<file path="src/rtl/store_write_buffer_if.sv">
// Store request, MemoryController byte-write and completion signals of the store write buffer.
interface store_write_buffer_if #(
   parameter int ADDR_WIDTH = 32,
   parameter int DATA_WIDTH = 32,
   parameter int RAM_WIDTH  = 8
);
   logic                  req_valid_in;
   logic                  req_ready_out;
   logic [ADDR_WIDTH-1:0] req_address_in;
   logic [DATA_WIDTH-1:0] req_data_in;
   logic [1:0]            req_size_in;
   logic                  mc_ready_in;
   logic                  mc_rw_signal_out;
   logic [ADDR_WIDTH-1:0] mc_address_out;
   logic [RAM_WIDTH-1:0]  mc_data_out;
   logic                  done_out;
   logic [ADDR_WIDTH-1:0] done_address_out;
   logic                  empty_out;

   modport slave (
      input  req_valid_in, req_address_in, req_data_in, req_size_in, mc_ready_in,
      output req_ready_out, mc_rw_signal_out, mc_address_out, mc_data_out,
      output done_out, done_address_out, empty_out
   );

   modport master (
      output req_valid_in, req_address_in, req_data_in, req_size_in, mc_ready_in,
      input  req_ready_out, mc_rw_signal_out, mc_address_out, mc_data_out,
      input  done_out, done_address_out, empty_out
   );
endinterface

</file>
<file path="src/rtl/store_write_buffer.sv">
// Queues committed 1/2/4-byte stores and serialises each into little-endian byte writes,
// pulsing done per store and flagging when fully drained.
module store_write_buffer #(
   parameter int ADDR_WIDTH = 32,
   parameter int DATA_WIDTH = 32,
   parameter int RAM_WIDTH  = 8,
   parameter int DEPTH      = 4
) (
   input  logic                clk,
   input  logic                rst_n,
   store_write_buffer_if.slave bus
);
   localparam int PTR_W = $clog2(DEPTH);
   localparam int CNT_W = PTR_W + 1;
   localparam int IDX_W = $clog2(DATA_WIDTH / RAM_WIDTH);

   localparam logic [1:0] S_IDLE  = 2'd0;
   localparam logic [1:0] S_WRITE = 2'd1;
   localparam logic [1:0] S_DONE  = 2'd2;

   logic [ADDR_WIDTH-1:0] r_fifo_addr [DEPTH];
   logic [DATA_WIDTH-1:0] r_fifo_data [DEPTH];
   logic [IDX_W-1:0]      r_fifo_last [DEPTH];
   logic [PTR_W-1:0]      r_wr_ptr;
   logic [PTR_W-1:0]      r_rd_ptr;
   logic [CNT_W-1:0]      r_count;

   logic [1:0]            r_state;
   logic [ADDR_WIDTH-1:0] r_base;
   logic [DATA_WIDTH-1:0] r_data;
   logic [IDX_W-1:0]      r_last;
   logic [IDX_W-1:0]      r_idx;

   logic                  w_push;
   logic                  w_pop;

   // Index of the final byte: size 00 -> 0, 01 -> 1, 10/11 -> last byte of the word.
   function automatic logic [IDX_W-1:0] last_index(input logic [1:0] size);
      case (size)
         2'b00:   return '0;
         2'b01:   return IDX_W'(1);
         default: return IDX_W'(DATA_WIDTH / RAM_WIDTH - 1);
      endcase
   endfunction

   assign bus.req_ready_out = (r_count != CNT_W'(DEPTH));
   assign w_push            = bus.req_valid_in && bus.req_ready_out;
   assign w_pop             = (r_state == S_IDLE) && (r_count != '0);
   assign bus.empty_out     = (r_count == '0) && (r_state == S_IDLE);

   // NOTE: FIFO storage has no reset; r_count alone decides which entries are meaningful.
   always_ff @(posedge clk) begin
      if (w_push) begin
         r_fifo_addr[r_wr_ptr] <= bus.req_address_in;
         r_fifo_data[r_wr_ptr] <= bus.req_data_in;
         r_fifo_last[r_wr_ptr] <= last_index(bus.req_size_in);
      end
   end

   // NOTE: sequential state uses non-blocking assignments so every flop samples pre-edge values.
   always_ff @(posedge clk or negedge rst_n) begin
      if (!rst_n) begin
         r_wr_ptr <= '0;
         r_rd_ptr <= '0;
         r_count  <= '0;
      end else begin
         if (w_push) r_wr_ptr <= r_wr_ptr + 1'b1;
         if (w_pop)  r_rd_ptr <= r_rd_ptr + 1'b1;
         case ({w_push, w_pop})
            2'b10:   r_count <= r_count + 1'b1;
            2'b01:   r_count <= r_count - 1'b1;
            default: r_count <= r_count;
         endcase
      end
   end

   always_ff @(posedge clk or negedge rst_n) begin
      if (!rst_n) begin
         r_state              <= S_IDLE;
         r_base               <= '0;
         r_data               <= '0;
         r_last               <= '0;
         r_idx                <= '0;
         bus.mc_rw_signal_out <= 1'b0;
         bus.mc_address_out   <= '0;
         bus.mc_data_out      <= '0;
         bus.done_out         <= 1'b0;
         bus.done_address_out <= '0;
      end else begin
         // Bus outputs idle every cycle unless a state below drives them.
         bus.mc_rw_signal_out <= 1'b0;
         bus.mc_address_out   <= '0;
         bus.mc_data_out      <= '0;
         bus.done_out         <= 1'b0;
         case (r_state)
            S_IDLE: begin
               if (w_pop) begin
                  r_base  <= r_fifo_addr[r_rd_ptr];
                  r_data  <= r_fifo_data[r_rd_ptr];
                  r_last  <= r_fifo_last[r_rd_ptr];
                  r_idx   <= '0;
                  r_state <= S_WRITE;
               end
            end
            S_WRITE: begin
               if (bus.mc_ready_in) begin
                  bus.mc_rw_signal_out <= 1'b1;
                  bus.mc_address_out   <= r_base + ADDR_WIDTH'(r_idx);
                  bus.mc_data_out      <= r_data[int'(r_idx) * RAM_WIDTH +: RAM_WIDTH];
                  r_idx                <= r_idx + 1'b1;
                  if (r_idx == r_last) r_state <= S_DONE;
               end
            end
            S_DONE: begin
               bus.done_out         <= 1'b1;
               bus.done_address_out <= r_base;
               r_state              <= S_IDLE;
            end
            default: r_state <= S_IDLE;
         endcase
      end
   end
endmodule

</file>
<file path="src/flat_wrapper.sv">
// flat-port wrapper written by rule: the top's interface ports become plain ports
module store_write_buffer_flat 
#(
   parameter int ADDR_WIDTH = 32,
   parameter int DATA_WIDTH = 32,
   parameter int RAM_WIDTH  = 8,
   parameter int DEPTH      = 4
)
  (clk, rst_n, bus_req_valid_in, bus_req_address_in, bus_req_data_in, bus_req_size_in, bus_mc_ready_in, bus_req_ready_out, bus_mc_rw_signal_out, bus_mc_address_out, bus_mc_data_out, bus_done_out, bus_done_address_out, bus_empty_out);
  store_write_buffer_if #(.ADDR_WIDTH(ADDR_WIDTH), .DATA_WIDTH(DATA_WIDTH), .RAM_WIDTH(RAM_WIDTH)) bus_i ();
  input  logic clk;
  input  logic rst_n;
  input wire logic [$bits(bus_i.req_valid_in)-1:0] bus_req_valid_in;
  input wire logic [$bits(bus_i.req_address_in)-1:0] bus_req_address_in;
  input wire logic [$bits(bus_i.req_data_in)-1:0] bus_req_data_in;
  input wire logic [$bits(bus_i.req_size_in)-1:0] bus_req_size_in;
  input wire logic [$bits(bus_i.mc_ready_in)-1:0] bus_mc_ready_in;
  output wire logic [$bits(bus_i.req_ready_out)-1:0] bus_req_ready_out;
  output wire logic [$bits(bus_i.mc_rw_signal_out)-1:0] bus_mc_rw_signal_out;
  output wire logic [$bits(bus_i.mc_address_out)-1:0] bus_mc_address_out;
  output wire logic [$bits(bus_i.mc_data_out)-1:0] bus_mc_data_out;
  output wire logic [$bits(bus_i.done_out)-1:0] bus_done_out;
  output wire logic [$bits(bus_i.done_address_out)-1:0] bus_done_address_out;
  output wire logic [$bits(bus_i.empty_out)-1:0] bus_empty_out;
  assign bus_i.req_valid_in = bus_req_valid_in;
  assign bus_i.req_address_in = bus_req_address_in;
  assign bus_i.req_data_in = bus_req_data_in;
  assign bus_i.req_size_in = bus_req_size_in;
  assign bus_i.mc_ready_in = bus_mc_ready_in;
  assign bus_req_ready_out = bus_i.req_ready_out;
  assign bus_mc_rw_signal_out = bus_i.mc_rw_signal_out;
  assign bus_mc_address_out = bus_i.mc_address_out;
  assign bus_mc_data_out = bus_i.mc_data_out;
  assign bus_done_out = bus_i.done_out;
  assign bus_done_address_out = bus_i.done_address_out;
  assign bus_empty_out = bus_i.empty_out;
  store_write_buffer #(.ADDR_WIDTH(ADDR_WIDTH), .DATA_WIDTH(DATA_WIDTH), .RAM_WIDTH(RAM_WIDTH), .DEPTH(DEPTH)) u_core (.clk(clk), .rst_n(rst_n), .bus(bus_i));
endmodule
</file>
<file path="config.mk">
export PLATFORM = sky130hd
export DESIGN_NAME = store_write_buffer_flat
export DESIGN_NICKNAME = d
export VERILOG_FILES = /design/src/rtl/store_write_buffer_if.sv /design/src/rtl/store_write_buffer.sv /design/src/flat_wrapper.sv
export SDC_FILE = /design/constraint.sdc
export NUM_CORES = 1
export LEC_CHECK = 0
export ABC_AREA = 1
export CAP_MARGIN = 0
export CORE_UTILIZATION = 50
export DETAILED_ROUTE_END_ITERATION = 12
export PLACE_DENSITY = 0.71
export SYNTH_ARGS = -nofsm -noshare
export SYNTH_HDL_FRONTEND = slang
export SYNTH_SLANG_ARGS = --single-unit
</file>
<file path="constraint.sdc">
create_clock -name clk -period 7 [get_ports clk]
set_input_delay 0.7 -clock clk [delete_from_list [all_inputs] [get_ports clk]]
set_output_delay 0.7 -clock clk [all_outputs]
set_load 0.01 [all_outputs]
</file>
==> out/metrics.yaml <==
clock_network:
  htreeDepth: 2
  cts_tree: "built"
  clk_pin_slew_ns: 0.06
  hold_buffers: 0
  post-cts-setup-buffers: 0
  cts_buffers: 41
  clk_latency_ns: 0.53
  cts_root_buffer: "clkbuf_16"
  clockBufferDepth: 3
  cts.sinks: 415
  cts_resized: 0
worst_setup_path:
  path_delay_family: "adder cells"
  crit_chain: "inv_2, nand3_1, nand2_2, clkinv_2, ha_1, inv_1, fa_1, o21ai_0"
  slowest_stage: "clkinv_2"
  arrival_ns: 3.15
  crit_buf_inv: 3
  cp.required_ns: 7.45
  cp-start-kind: "flip-flop"
  critPathKind: "flip-flop to flip-flop"
  worstPathMaxFanout: 66
  critPathMaxStageDelay_ns: 0.65
  critPathCaptureType: "flip-flop"
layout:
  syn_to_final_growth_pct: 19.2
  nets: 1659
  layout_commonest_cell: "edfxtp_1"
  layout_common_cells: "edfxtp_1, nor2_1, o21ai_0, nand2_1, dfrtp_1"
  n_fill_cell: 2557
  layout-drive-gt1-share_pct: 6.70
  final_area_um2: 19700
global_routing:
  grt_pass1_vias: 10400
  grt_max_degree: 81
  grt_first_pass_wirelength_mm: 56.3
  track_usage_pct: 21.7
  grt-ovfl-total: 0
  antenna_found_initial: 2
sta:
  finalCriticalPeriod_ns: 2.71
  slew_headroom_pct: 30.1
  worstMarginPinSlew_ns: 1.05
  finalCritPeriodShare_pct: 38.7
  fmax_ghz: 0.369
  hold-worst-slack_ns: 0.209
  finalSetupTns_ns: 0
  setup_viol: 0
  rsz0062_at_grt: "false"
  final-max-slew-violation-count: 0
  fin_skew_ns: 0.00839
  timing.final.hold_violations: 0
drt:
  firstDrtPassIters: 8
  drc: 0
  drtAntennaViolNets: 0
  via_count: 10800
  vias_per_cell: 5.24
  routedWlPerCell_um: 17.3
  wirelength_mm: 35.6
  drt_iter0_markers: 821
synth:
  ys.warnings.count: 0
  synth_nets: 1532
  synth_seq_cells: 415
  seq_area_frac_synth_pct: 71.0
  avgSynthCellArea_um2: 11.3
  netlist-cell-type-count: 35
  syn-cell-area_um2: 16500
  netlist_instances: 1453
pwr:
  p_clk_share_pct: 26.2
  p_leak_uw: 0.00742
  irDropWorstVdd_mv: 0.239
  netSwitchingPower_uw: 2960
  internal_power_uw: 5610
  power_frac_comb_pct: 30.7
  p_sw_share_pct: 34.5
  finalPower_uw: 8570
  p_seq_share_pct: 43.1
  power.density_nw_per_um2: 436
floorplanning:
  initial_core_util_pct: 50.8
  pin_count: 146
  die_area_um2: 33700
  core_um2: 32500
  fp.dieH_um: 184
  die_w_um: 184
  rows: 66
min_path:
  holdCritPathClass: "primary input to asynchronous set/reset pin"
run_status:
  status: "finished, final reports clean"
placed_design:
  placedInstanceArea_um2: 18300
  gp_congestion: 0.886
  port_buffers: 145
  hpwl_mm: 21.4
run:
  cap_viol_max_count: 0
[through the flow]
step                      utilization (%)  setup WS (ns)  std cells
after floorplan                         -           2.87       1453
after global placement               56.3           4.15       1979
after detailed placement             56.3           4.12       1979
after CTS                            60.6           4.25       2055
after global routing                 60.6           4.04       2055
final                                60.6           4.29       2057
[cells in the mapped netlist]
library cell	count	area share, %
o21a_1	1	0.046
nand3_2	1	0.061
nand3b_1	1	0.046
nor2_1	267	6.1
and3_1	1	0.038
buf_4	9	0.41
o21ai_1	45	1.4
edfxtp_1	264	48
o22ai_1	49	1.9
inv_2	8	0.18
nand3_1	19	0.58
nor3_1	3	0.091
xor2_1	3	0.16
o21ai_0	198	6.0
nor2_8	2	0.24
or2_2	1	0.038
xnor2_1	1	0.053
clkbuf_1	32	0.73
inv_1	84	1.9
nand2_1	186	4.2
o2111ai_1	1	0.053
buf_2	29	0.88
nor2_4	3	0.20
ha_1	7	0.53
clkinv_1	1	0.023
inv_4	1	0.038
fa_1	2	0.24
a21oi_1	45	1.4
dfrtp_1	151	23
nor3_2	1	0.061
nor2_2	7	0.27
a31oi_1	17	0.65
nand2_2	6	0.23
nand4_1	5	0.19
buf_6	2	0.14
[sequential cells by signal (all words and copies together) (netlist names)]
name,count
u_core.bus.done_address_out,32
u_core.bus.done_out,1
u_core.bus.mc_address_out,32
u_core.bus.mc_data_out,8
u_core.bus.mc_rw_signal_out,1
u_core.r_base,32
u_core.r_count,3
u_core.r_data,32
u_core.r_fifo_addr,128
u_core.r_fifo_data,128
u_core.r_fifo_last,8
u_core.r_idx,2
u_core.r_last,2
u_core.r_rd_ptr,2
u_core.r_state,2
u_core.r_wr_ptr,2
[final timing paths]
kind / from / to / slack [ns] / cells after the start
max: u_core.r_count[0]$_DFFE_PN0P_ / u_core.r_count[1]$_DFFE_PN0P_ / 4.29 / 8
min: rst_n / u_core.bus.done_address_out[2]$_DFFE_PN0P_ / 0.21 / 1
max reg2reg: u_core.r_count[0]$_DFFE_PN0P_ / u_core.r_count[1]$_DFFE_PN0P_ / 4.29 / 8
min reg2reg: u_core.bus.done_address_out[11]$_DFFE_PN0P_ / u_core.bus.done_address_out[11]$_DFFE_PN0P_ / 0.48 / 2
max in group asynchronous: rst_n / u_core.r_rd_ptr[0]$_DFFE_PN0P_ / 5.23 / 2
min in group clk: u_core.bus.done_address_out[11]$_DFFE_PN0P_ / u_core.bus.done_address_out[11]$_DFFE_PN0P_ / 0.48 / 2
[power groups by stage]
stage	Sequential (uW)	Clock, uW	Combinational (uW)
after floorplan	3680	0	1750
after global placement	3720	0	2590
after detailed placement	3740	0	2640
after CTS	3700	2280	2660
after global routing	3760	2380	2960
final	3700	2240	2630
[layout make-up]
| class | instances | area [um^2] | share of cell area (%) |
|---|---|---|---|
| Timing Repair Buffer | 156 | 1540 | 7.81 |
| Inverter | 94 | 357 | 1.81 |
| Tap cell | 442 | 553 | 2.81 |
| Clock buffer | 55 | 1130 | 5.75 |
| Sequential cell | 415 | 11700 | 59.6 |
| Multi-Input combinational cell | 872 | 4100 | 20.9 |
| Antenna cell | 2 | 5.00 | 0.0255 |
| Clock inverter | 21 | 265 | 1.35 |
[per-layer routing]
layer / wire [um] / share of wire [%] / global-route usage, % / up-vias
met5: 0 / 0 / 0 / -
met4: 990 / 2.8 / 7.53 / 0
met3: 1940 / 5.4 / 3.51 / 64
met2: 17400 / 49 / 37.0 / 326
met1: 15200 / 43 / 28.2 / 5144
li1: - / - / - / 5252
[cell families after synthesis]
kind of cell / count (synthesis) / synth area share (%)
AOI/OAI and AO/OA: 356 / 11.3
xor gates and xnor gates: 4 / 0.213
adders and majority gates: 9 / 0.774
buffers and inverters: 166 / 4.31
DFF: 415 / 71.0
and+or+nand+nor: 503 / 12.4
Note: power is estimated with default switching activity, not from simulation.
